**config.mk**
```make
export PLATFORM = sky130hd
export DESIGN_NAME = superscalar_free_list
export DESIGN_NICKNAME = d
export VERILOG_FILES = /design/src/rtl/superscalar_free_list.sv
export SDC_FILE = /design/constraint.sdc
export NUM_CORES = 1
export LEC_CHECK = 0
export BUFFER_PORTS_ARGS = -buffer_cell sky130_fd_sc_hd__buf_4
export CAP_MARGIN = 0
export CORE_MARGIN = 2
export CORE_UTILIZATION = 65
export CTS_BUF_LIST = sky130_fd_sc_hd__clkbuf_8
export DETAILED_ROUTE_END_ITERATION = 8
export HOLD_SLACK_MARGIN = 0.05
export PLACE_DENSITY = 0.85
export REMOVE_ABC_BUFFERS = 1
export SETUP_SLACK_MARGIN = 0.5
export SYNTH_ARGS = -nofsm -noshare
export SYNTH_HDL_FRONTEND = slang
export SYNTH_SLANG_ARGS = --single-unit
```
**constraint.sdc**
```tcl
create_clock -name i_clock -period 4.4 [get_ports i_clock]
set_input_delay 0.44 -clock i_clock [delete_from_list [all_inputs] [get_ports i_clock]]
set_output_delay 0.44 -clock i_clock [all_outputs]
set_load 0.005 [all_outputs]
```
**src/rtl/superscalar_free_list.sv**
```systemverilog
// Multi-lane physical-register free list: circular FIFO of free PRs with checkpoint rollback.
// Define FL_RETIRE_BYPASS_EN to let same-cycle retires satisfy allocations directly.
module superscalar_free_list #(
  parameter int NUM_PR  = 64,
  parameter int NUM_FL  = 32,
  parameter int WAYS    = 2,
  parameter int ZERO_PR = 31,
  localparam int PRW    = $clog2(NUM_PR),
  localparam int PTRW   = $clog2(NUM_FL)
) (
  input  logic                      i_clock,
  input  logic                      i_reset,
  input  logic [WAYS-1:0]           i_dispatch_req,
  input  logic                      i_rollback_en,
  input  logic [PTRW:0]             i_rollback_ptr,
  input  logic [WAYS-1:0]           i_retire_valid,
  input  logic [WAYS-1:0][PRW-1:0]  i_retire_told,
  output logic [WAYS-1:0][PRW-1:0]  o_alloc_pr,
  output logic [PTRW:0]             o_alloc_ptr,
  output logic                      o_dispatch_gnt,
  output logic [PTRW:0]             o_free_count
);
  localparam int CW = PTRW + 1;

  logic [PRW-1:0]  r_table [NUM_FL];
  logic [CW-1:0]   r_head;
  logic [CW-1:0]   r_tail;
  logic [CW-1:0]   r_count;

  logic [WAYS-1:0] w_ret_qual;
  logic [CW-1:0]   w_req_off [WAYS];
  logic [CW-1:0]   w_ret_off [WAYS];
  logic [CW-1:0]   w_req_cnt;
  logic [CW-1:0]   w_ret_cnt;
  logic [CW:0]     w_avail;
  logic            w_gnt;
  logic [CW-1:0]   w_head_next;
  logic [CW-1:0]   w_tail_next;
  logic [PTRW-1:0] w_wr_idx [WAYS];

  for (genvar gi = 0; gi < WAYS; gi++) begin : g_qual
    assign w_ret_qual[gi] = i_retire_valid[gi] && (i_retire_told[gi] != PRW'(ZERO_PR));
  end

  // Exclusive prefix counts give each lane its compacted slot.
  always_comb begin
    w_req_cnt = '0;
    w_ret_cnt = '0;
    for (int i = 0; i < WAYS; i++) begin
      w_req_off[i] = w_req_cnt;
      w_ret_off[i] = w_ret_cnt;
      w_req_cnt    = w_req_cnt + CW'(i_dispatch_req[i]);
      w_ret_cnt    = w_ret_cnt + CW'(w_ret_qual[i]);
    end
  end

`ifdef FL_RETIRE_BYPASS_EN
  localparam int IW = (WAYS > 1) ? $clog2(WAYS) : 1;

  logic [WAYS-1:0][PRW-1:0] w_ret_comp;

  always_comb begin
    w_ret_comp = {WAYS{PRW'(ZERO_PR)}};
    for (int i = 0; i < WAYS; i++) begin
      if (w_ret_qual[i]) w_ret_comp[IW'(w_ret_off[i])] = i_retire_told[i];
    end
  end

  assign w_avail = {1'b0, r_count} + (i_rollback_en ? {(CW+1){1'b0}} : {1'b0, w_ret_cnt});
`else
  assign w_avail = {1'b0, r_count};
`endif

  assign w_gnt = !i_rollback_en && ({1'b0, w_req_cnt} <= w_avail);

  for (genvar gi = 0; gi < WAYS; gi++) begin : g_lane
    logic [PTRW-1:0] w_rd_idx;
    assign w_rd_idx     = PTRW'(r_head + w_req_off[gi]);
    assign w_wr_idx[gi] = PTRW'(r_tail + w_ret_off[gi]);
`ifdef FL_RETIRE_BYPASS_EN
    // Slots beyond the stored entries come straight from this cycle's retires.
    logic [IW-1:0] w_byp_sel;
    logic          w_byp_use;
    assign w_byp_sel = IW'(w_req_off[gi] - r_count);
    assign w_byp_use = !i_rollback_en && (w_req_off[gi] >= r_count);
    assign o_alloc_pr[gi] = !i_dispatch_req[gi] ? PRW'(ZERO_PR) :
                            w_byp_use           ? w_ret_comp[w_byp_sel] :
                                                  r_table[w_rd_idx];
`else
    assign o_alloc_pr[gi] = i_dispatch_req[gi] ? r_table[w_rd_idx] : PRW'(ZERO_PR);
`endif
  end

  always_comb begin
    w_head_next = r_head;
    if (i_rollback_en)  w_head_next = i_rollback_ptr;
    else if (w_gnt)     w_head_next = r_head + w_req_cnt;
  end

  assign w_tail_next    = r_tail + w_ret_cnt;
  assign o_alloc_ptr    = w_head_next;
  assign o_dispatch_gnt = w_gnt;
  assign o_free_count   = r_count;

  always_ff @(posedge i_clock) begin
    if (i_reset) begin
      r_head  <= '0;
      r_tail  <= CW'(NUM_FL);
      r_count <= CW'(NUM_FL);
      for (int i = 0; i < NUM_FL; i++) r_table[i] <= PRW'(NUM_PR - NUM_FL + i);
    end else begin
      r_head  <= w_head_next;
      r_tail  <= w_tail_next;
      r_count <= w_tail_next - w_head_next;
      for (int i = 0; i < WAYS; i++) begin
        if (w_ret_qual[i]) r_table[w_wr_idx[i]] <= i_retire_told[i];
      end
    end
  end
endmodule
```
==> results.py <==
metrics = {
    "hold_path": {
        "hold_depth": 3,
        "holdPathEnd": "r_head[1]",
        "hold_class": "primary input to register",
        "holdCritStartpoint": "i_rollback_ptr[1]",
    },
    "cells_and_area": {
        "multiInputGateArea_sq_mm": 0.00674,
        "nFillCells": 1386,
        "syn_to_final_growth_pct": 8.88,
        "layout-drive-gt1-share_pct": 21.9,
        "num-nets-final": 1252,
        "fin_cells": 1505,
        "area.sequential_sq_mm": 0.00613,
        "final_util_pct": 72.2,
    },
    "sta": {
        "timing.slew.headroom_pct": 18.2,
        "setup_ws_ns": 0.681,
        "tns_ns": 0,
        "period_minus_slack_ns": 3.72,
        "period_share_pct": 84.5,
        "hold_viol": 0,
        "worst_hold_slack_ns": 0.236,
        "fmax_mhz": 269,
        "clock_skew_ns": 0.0376,
        "setup_viol": 0,
        "worstMarginPinSlew_ns": 1.23,
        "rsz0062_at_grt": "false",
        "slew_viol_final": 0,
    },
    "die": {
        "die-height_um": 148,
        "ios": 50,
        "die_x_um": 148,
        "fp-row-count": 52,
        "initial_utilization_pct": 66.3,
        "design.die.area_sq_mm": 0.0219,
        "core_sq_mm": 0.0203,
    },
    "clocking": {
        "clk-insertion-delay-late_ns": 0.55,
        "cts_tree": "built",
        "root_buffer": "clkbuf_8",
        "numCtsBuffers": 35,
        "cts.sinks": 210,
        "cts_resized": 0,
        "htree_levels": 2,
        "hold_buffers": 0,
        "post_cts_buffers": 0,
        "cts_buffer_depth": 3,
        "path_clk_slew_ns": 0.06,
    },
    "critical_path": {
        "critPathRequiredTime_ns": 3.96,
        "r2r_start": "r_head[1]",
        "r2r_slack_ns": 1.25,
        "cp.arrival_ns": 3.28,
        "r2r_cells": 12,
        "worst_r2r_endpoint": "o_free_count[5]",
        "start_kind": "register",
        "crit_fanout": 20,
        "path_class": "register to output pin",
        "cp-end-kind": "output pin",
    },
    "job": {
        "maxCapViolCount": 0,
    },
    "synth": {
        "synth_top_family_by_area": "multiplexers",
        "synth_common_cells": "edfxtp_1, nor2_1, nand2_1",
        "yosysWarningCount": 0,
        "synthAdderAreaFrac_pct": 1.84,
        "synth_ff_type": "edfxtp_1",
        "syn_avg_cell_area_sq_um": 11.2,
        "synth-edff-count": 192,
        "synth_top_area_cell": "edfxtp_1",
        "synth-compound-area-share_pct": 11.0,
        "ys_seq_area_share_pct": 45.5,
        "synthArstFlopShare_pct": 0,
        "muxShareOfSynthArea_pct": 20.3,
        "synth_xor_xnor_area_share_pct": 0.911,
        "yosys.area.top_type_share_pct": 42.8,
        "synth_seq_cells": 210,
        "synthesis.area_sq_mm": 0.0135,
        "synth_area_leaders": "edfxtp_1, mux4_2, nor2_1, a21oi_1, nand2_1",
        "ys_types": 64,
        "synth_cells": 1199,
        "yosys.area_share.simple_pct": 15.8,
        "synth.most_common_cell": "edfxtp_1",
    },
    "pwr": {
        "power_frac_clock_pct": 32.9,
        "leakagePower_nw": 4.55,
        "switching_power_mw": 1.54,
        "p_int_mw": 3.66,
        "power.density_mw_per_mm2": 355,
        "ir_drop_mv": 0.278,
        "p_sw_share_pct": 29.5,
        "seqPwrFrac_pct": 44.8,
        "p_comb_share_pct": 22.3,
    },
    "grt": {
        "grtUsageMet3_pct": 15.2,
        "busiest_layer": "met2",
        "grt_max_degree": 61,
        "grt.met2_usage_pct": 60.0,
        "overflow": 0,
        "grt_pass1_vias": 10700,
        "use_met1_pct": 49.5,
        "track_usage_pct": 39.5,
        "grt_pass1_wl_mm": 63.0,
        "grt_antenna_before_repair": 2,
    },
    "route": {
        "via_per_inst": 7.44,
        "drt-initial-drc-count": 2341,
        "drc": 1,
        "ant_nets": 0,
        "drtPass1Iterations": 9,
        "wl_per_cell_um": 28.3,
        "drt_wl_total_mm": 42.6,
        "vias": 11200,
    },
    "placement": {
        "post-dp-hpwl_mm": 29.4,
        "gp_congestion": 0.991,
        "dp.cells": 1442,
        "portBuffers": 49,
        "place_ws_ns": 0.658,
    },
    "outcome": {
        "status": "complete, but fails checks",
        "violations": "DRC",
    },
}
-- power groups by stage --
stage | Combinational, mW | Clock, mW | Sequential, mW
2_1_floorplan | 0.658 | 0 | 2.37
3_3_place_gp | 1.09 | 0 | 2.36
3_5_place_dp | 1.12 | 0 | 2.37
4_1_cts | 1.12 | 1.69 | 2.33
5_1_grt | 1.21 | 1.77 | 2.33
6_report | 1.16 | 1.71 | 2.33
-- flip-flops by register name (all words and copies together), names as in the netlist --
register	flops
r_table	192
o_free_count	6
r_tail	6
r_head	6
-- cell usage in the layout (no fill, tap or decap), types with 4 or more instances in the layout --
cell,synthesis,layout
nor2b_1,12,12
mux2i_1,17,17
nand2b_1,6,6
inv_1,25,33
xor2_1,7,7
nor3_1,61,61
or3_1,18,18
nand2_1,115,115
a21oi_1,92,92
nor2_1,134,134
nand3b_1,11,11
or3b_2,4,4
a211oi_1,6,6
a31oi_1,31,31
clkinv_1,2,10
o22a_1,10,10
xnor2_1,7,6
clkbuf_8,0,38
buf_4,7,84
dfxtp_1,18,16
nor4_1,6,6
ha_1,15,13
nand3_1,32,32
mux4_2,113,113
edfxtp_1,192,192
and2_1,11,11
o21ai_0,40,40
o31ai_1,46,46
-- cells by family after synthesis --
family / Yosys count
muxes: 132
xor gates and xnor gates: 14
buffers and inverters: 140
DFF: 210
adders and majority gates: 18
and+or+nand+nor: 442
AOI/OAI and AO/OA: 243
-- critical path, cell delays in order, from the launching register on --
cell      delay, ns
dfxtp_1        1.13
mux4_2         0.41
and2_1         0.16
a211oi_1       0.53
a21oi_1        0.16
o22a_1         0.22
buf_4          0.13
-- per-layer routing --
layer,up-vias,wire [um]
met5,-,52
met4,4,2790
met3,251,7790
met2,1161,18800
met1,5156,13200
li1,4623,-
-- how the worst max path moves through the flow --
stage                     slack, ns             start  cells past startpoint        endpoint
final                          0.68         r_head[2]                      6   o_alloc_pr[2]
after global routing           0.62         r_head[2]                      6   o_alloc_pr[2]
after CTS                      0.71         r_head[0]                      6   o_alloc_pr[6]
after detailed placement       0.66  i_retire_told[4]                      9  r_table[13][2]
after global placement         0.77  i_retire_told[4]                     10   r_table[4][2]
after floorplan               -1.41         r_head[0]                      4  o_alloc_pr[10]
-- layout make-up --
type | count | area share (%)
repair buffers | 86 | 4.58
diodes | 2 | 0.0341
clock buffers | 38 | 3.57
well taps | 270 | 2.30
inverters | 27 | 0.691
clock inverters | 23 | 1.02
flip-flops and latches | 210 | 41.8
multi-input cells | 849 | 46.0
-- metrics by stage --
step | power [mW] | cell area (sq um)
floorplan | 3.03 | 12900
detailed placement | 3.49 | 14000
global placement | 3.45 | 14000
global route | 5.31 | 14700
CTS | 5.14 | 14700
finish | 5.20 | 14700
Note: power is estimated with default switching activity, not from simulation.
